$ cat src/rtl/counter_stim_driver.sv
// counter_stim_driver: command-driven stimulus generator and reference model
// for an 8-bit loadable up/down counter. It turns LOAD/UP/DOWN/HOLD commands
// into counter pin activity, models the value data_out must hold each cycle,
// and flags and counts the cycles where the counter disagrees.
module counter_stim_driver #(
    parameter int ERR_W = 16
) (
    input  logic             clk,
    input  logic             rst,
    input  logic             cmd_valid,
    output logic             cmd_ready,
    input  logic [1:0]       cmd_op,
    input  logic [7:0]       cmd_data,
    output logic             cmd_done,
    output logic             ld_cnt_,
    output logic             count_enb,
    output logic             updn_cnt,
    output logic [7:0]       data_in,
    input  logic [7:0]       data_out,
    output logic [7:0]       exp_out,
    output logic             mismatch,
    output logic [ERR_W-1:0] err_cnt
);

    localparam int DATA_W = 8;

    localparam logic [1:0] OP_LOAD = 2'b00;
    localparam logic [1:0] OP_UP   = 2'b01;
    localparam logic [1:0] OP_DOWN = 2'b10;
    localparam logic [1:0] OP_HOLD = 2'b11;

    typedef enum logic [1:0] {
        S_IDLE = 2'b00,
        S_LOAD = 2'b01,
        S_RUN  = 2'b10,
        S_HOLD = 2'b11
    } state_t;

    state_t            state_q;
    state_t            state_d;
    logic [DATA_W-1:0] remain_q;
    logic [DATA_W-1:0] remain_d;
    logic              ld_d;
    logic              enb_d;
    logic              updn_d;
    logic [DATA_W-1:0] din_d;
    logic              last_cycle;
    logic              accept;
    logic              is_hold;
    logic              chk_en;
    logic              diff;

    // Saturating increment: the error count sticks at all-ones rather than wrapping.
    function automatic logic [ERR_W-1:0] sat_inc(input logic [ERR_W-1:0] v);
        if (v == {ERR_W{1'b1}})
            return v;
        return v + {{(ERR_W-1){1'b0}}, 1'b1};
    endfunction

    // One counter step, modulo 256 in both directions.
    function automatic logic [DATA_W-1:0] cnt_step(input logic [DATA_W-1:0] v,
                                                   input logic up);
        if (up)
            return v + {{(DATA_W-1){1'b0}}, 1'b1};
        return v - {{(DATA_W-1){1'b0}}, 1'b1};
    endfunction

    // remain==1 marks the final drive cycle of any command; commands overlap there.
    assign last_cycle = (state_q != S_IDLE) && (remain_q == 8'd1);
    assign cmd_ready  = !rst && ((state_q == S_IDLE) || last_cycle);
    assign cmd_done   = last_cycle;
    assign accept     = cmd_valid && cmd_ready;
    // HOLD, and UP/DOWN with a zero count, both become plain hold cycles.
    assign is_hold    = (cmd_op == OP_HOLD) ||
                        ((cmd_op != OP_LOAD) && (cmd_data == 8'd0));
    assign diff       = (data_out != exp_out);

    // Next-state and next drive values for the command sequencer.
    always_comb begin
        state_d  = state_q;
        remain_d = remain_q;
        ld_d     = ld_cnt_;
        enb_d    = count_enb;
        updn_d   = updn_cnt;
        din_d    = data_in;
        if (accept) begin
            if (cmd_op == OP_LOAD) begin
                state_d  = S_LOAD;
                remain_d = 8'd1;
                ld_d     = 1'b0;
                enb_d    = 1'b0;
                din_d    = cmd_data;
            end else if (is_hold) begin
                state_d  = S_HOLD;
                remain_d = (cmd_data == 8'd0) ? 8'd1 : cmd_data;
                ld_d     = 1'b1;
                enb_d    = 1'b0;
                din_d    = 8'd0;
            end else begin
                state_d  = S_RUN;
                remain_d = cmd_data;
                ld_d     = 1'b1;
                enb_d    = 1'b1;
                updn_d   = (cmd_op == OP_UP);
                din_d    = 8'd0;
            end
        end else if ((state_q != S_IDLE) && (remain_q != 8'd1)) begin
            remain_d = remain_q - 8'd1;
        end else begin
            state_d  = S_IDLE;
            remain_d = 8'd0;
            ld_d     = 1'b1;
            enb_d    = 1'b0;
            updn_d   = 1'b0;
            din_d    = 8'd0;
        end
    end

    // Sequencer state and registered counter drive pins.
    always_ff @(posedge clk) begin
        if (rst) begin
            state_q   <= S_IDLE;
            remain_q  <= 8'd0;
            ld_cnt_   <= 1'b1;
            count_enb <= 1'b0;
            updn_cnt  <= 1'b0;
            data_in   <= 8'd0;
        end else begin
            state_q   <= state_d;
            remain_q  <= remain_d;
            ld_cnt_   <= ld_d;
            count_enb <= enb_d;
            updn_cnt  <= updn_d;
            data_in   <= din_d;
        end
    end

    // Reference model: follows the pins exactly as the counter sees them.
    always_ff @(posedge clk) begin
        if (rst)
            exp_out <= 8'd0;
        else if (!ld_cnt_)
            exp_out <= data_in;
        else if (count_enb)
            exp_out <= cnt_step(exp_out, updn_cnt);
    end

    // Compare counter against model; skipped for the first cycle out of reset.
    always_ff @(posedge clk) begin
        if (rst) begin
            chk_en   <= 1'b0;
            mismatch <= 1'b0;
            err_cnt  <= '0;
        end else begin
            chk_en   <= 1'b1;
            mismatch <= chk_en && diff;
            if (chk_en && diff)
                err_cnt <= sat_inc(err_cnt);
        end
    end

endmodule

$ cat config.mk
export PLATFORM = sky130hd
export DESIGN_NAME = counter_stim_driver
export DESIGN_NICKNAME = d
export VERILOG_FILES = /design/src/rtl/counter_stim_driver.sv
export SDC_FILE = /design/constraint.sdc
export NUM_CORES = 1
export LEC_CHECK = 0
export BUFFER_PORTS_ARGS = -buffer_cell sky130_fd_sc_hd__buf_2
export CAP_MARGIN = 20
export CORE_ASPECT_RATIO = 1.1
export CORE_MARGIN = 3
export CORE_UTILIZATION = 54
export DETAILED_ROUTE_END_ITERATION = 7
export PLACE_DENSITY = 0.9
export SLEW_MARGIN = 0
export SYNTH_ARGS = -nofsm -noshare
export SYNTH_HDL_FRONTEND = slang
export SYNTH_SLANG_ARGS = --single-unit
$ cat constraint.sdc
create_clock -name clk -period 2.8 [get_ports clk]
set_input_delay 0.42 -clock clk [delete_from_list [all_inputs] [get_ports clk]]
set_output_delay 0.42 -clock clk [all_outputs]
set_load 0.01 [all_outputs]
==> out/qor.yml <==
run_status:
  status: "complete, no violations"
sta:
  fin_crit_ns: 2.616
  finalCritPeriodShare_pct: 93.42
  worst_slack_ns: 0.1842
  fin_worst_skew_ns: 0.007010
  relSlewSlack_pct: 48.03
  setup-tns-final_ns: 0
  final-setup-viol-count: 0
  whs_ns: 0.3699
  rsz0062_at_grt: "no"
  drv_slew: 0
  worstMarginPinSlew_ns: 0.7796
  hold_viol: 0
  fmax_mhz: 382.3
worst_setup_path:
  timing.critical_path.from_type: "register"
  crit_arrival_ns: 2.20
  path_max_fanout: 19
  required_ns: 2.38
  reg2reg_slack_ns: 0.51
  critical_path_class: "reg -> out"
  crit_path_end_kind: "primary output"
clock_tree:
  cts_tree: "yes"
  insertion_delay_ns: 0.30
  root_buffer: "clkbuf_8"
  ctsResizeCount: 0
  holdBufCountCts: 0
  clkSinkCount: 47
  htreeDepth: 2
  cts_setup_buffers: 0
  path_clk_slew_ns: 0.09
  cts_buffers: 5
  clock_path_buffers: 2
floorplanning:
  die_area_um2: 5697
  rows: 25
  start_util_pct: 58.27
  coreArea_um2: 4473
  die_x_um: 72.24
  num_io_pins: 59
  die_h_um: 78.87
yosys:
  ys.flop_type: "dfxtp_1"
  synth_edf_count: 0
  netlist_instances: 319
  avgSynthCellArea_um2: 8.170
  synthArstFlopShare_pct: 0
  synth_top_cells_by_area: "dfxtp_1 36%, a21oi_1 6.9%, nand2_1 5.9%"
  ys_seq_area_share_pct: 36.10
  ys_types: 48
  ys.warnings.count: 0
  netlist_area_um2: 2606
  synth_nets: 350
  synth_area_leader_cell: "dfxtp_1"
  synth.top_cell.area_share_pct: 36.10
  ys_seq_elements: 47
routing:
  drt-initial-drc-count: 118
  drt.antenna.violating_nets: 0
  routed_wl_um: 6101
  wl_per_cell_um: 14.39
  vias_per_cell: 5.830
  vias: 2472
  drt-pass1-iter-count: 4
  drc: 0
layout:
  fillers: 379
  layout.nets: 400
  seq_area_um2: 940.9
  layout_commonest_cell: "buf_2"
  drive_gt1_share_pct: 21.35
  multiInputGateArea_um2: 1536
  area_delta_synth_final_pct: 14.50
  final_cell_mix: "58 x buf_2, 47 x dfxtp_1, 41 x nand2_1"
  n_antenna_cell: 0
global_routing:
  grt_usage_pct: 22.16
  grt_pass1_wl_um: 10360
  grt_pass1_vias: 2395
  grt_antenna_before_repair: 0
  grt-ovfl-total: 0
  grt_max_degree: 30
pwr:
  p_per_area_nw_per_um2: 588.6
  total_power_mw: 1.756
  peakVddDrop_mv: 0.4000
  p_leak_nw: 1.292
worst_hold_path:
  hp-class: "in -> reg"
placed_design:
  gp_congestion: 0.8250
  io_buffers: 58
  hpwl_um: 4601
  pre_cts_slack_ns: 0.5341
run:
  max_cap_viol_count: 0
## critical path, stage by stage, from the launching register on
cell and delay (ns):
dfxtp_1 0.36, or4_4 0.57, or4_4 0.45, and2_4 0.22, nor2_1 0.14, buf_2 0.15
## synthesized netlist by cell type (2+ instances only)
master and instances:
dfxtp_1 47, nand2_1 41, a21oi_1 36, nor2_1 22
nand3_1 15, xnor2_1 14, inv_1 11, clkbuf_1 10
ha_1 9, o31ai_1 9, or4_1 9, nor4_1 7
nor2b_1 6, o21ai_0 6, or3_1 6, a21o_1 5
mux2i_1 5, xor2_1 5, a211oi_1 4, and3_1 4
buf_2 4, nand4_1 4, and2_1 3, mux2_2 3
or2_2 3, a2111oi_0 2, a31oi_1 2, and4_1 2
buf_1 2, buf_6 2, nor3_1 2, nor3b_1 2
or4_4 2
## sequential cells by signal (all words and copies together), names as in the netlist
| name | flops |
|---|---|
| updn_cnt | 1 |
| exp_out | 8 |
| ld_cnt_ | 1 |
| data_in | 8 |
| remain_q | 8 |
| state_q | 2 |
| mismatch | 1 |
| chk_en | 1 |
| count_enb | 1 |
| err_cnt | 16 |
## kinds of logic (layout without fill, tap and decap cells)
| kind of cell | Yosys count | count (layout) | synth area share, % |
|---|---|---|---|
| AO/OA/AOI/OAI | 73 | 73 | 17.57 |
| flip-flops | 47 | 47 | 36.10 |
| AND/OR/NAND/NOR | 132 | 132 | 26.26 |
| XOR/XNOR | 19 | 19 | 6.385 |
| buffers and inverters | 29 | 80 | 4.945 |
| multiplexers | 9 | 9 | 3.649 |
| adder cells (fa/ha/maj) | 10 | 10 | 5.089 |
## per-stage QoR
step	cells	utilization (%)	instance area [um^2]
after floorplan	319	-	2606
after global placement	416	64.81	2899
after detailed placement	416	64.81	2899
after CTS	424	66.71	2984
after global routing	424	66.71	2984
final	424	66.71	2984
## report_power, final
group | switching, mW | total (mW) | internal (mW) | leakage (nW)
sequential | 0.0818 | 0.810 | 0.728 | 0.384
clock | 0.222 | 0.397 | 0.175 | 0.0412
combinational | 0.294 | 0.550 | 0.256 | 0.867
## layout make-up
type,count,share of cell area [%]
tap,54,2.264
clock buffer,6,2.432
inverter,11,1.384
clock inverter,2,0.4193
multi-input combinational,243,51.49
sequential,47,31.53
timing repair buffer,61,10.48
## layer usage
layer	vias up	GRT usage [%]	share of wire, %	wire [um]
li1	1250	-	-	-
met1	1137	26.36	43	2595
met2	70	39.16	50	3033
met3	15	3.544	5.5	334
met4	0	8.835	2.2	137
met5	-	0	0	0
## worst paths after layout
kind,start,cells past startpoint,end
setup reg to reg,updn_cnt,7,exp_out[7]
hold reg to reg,data_in[5],2,data_in[5]
hold / removal,cmd_data[4],3,data_in[4]
setup / recovery,remain_q[2],5,cmd_ready
Power figures use the tool's default switching activity.
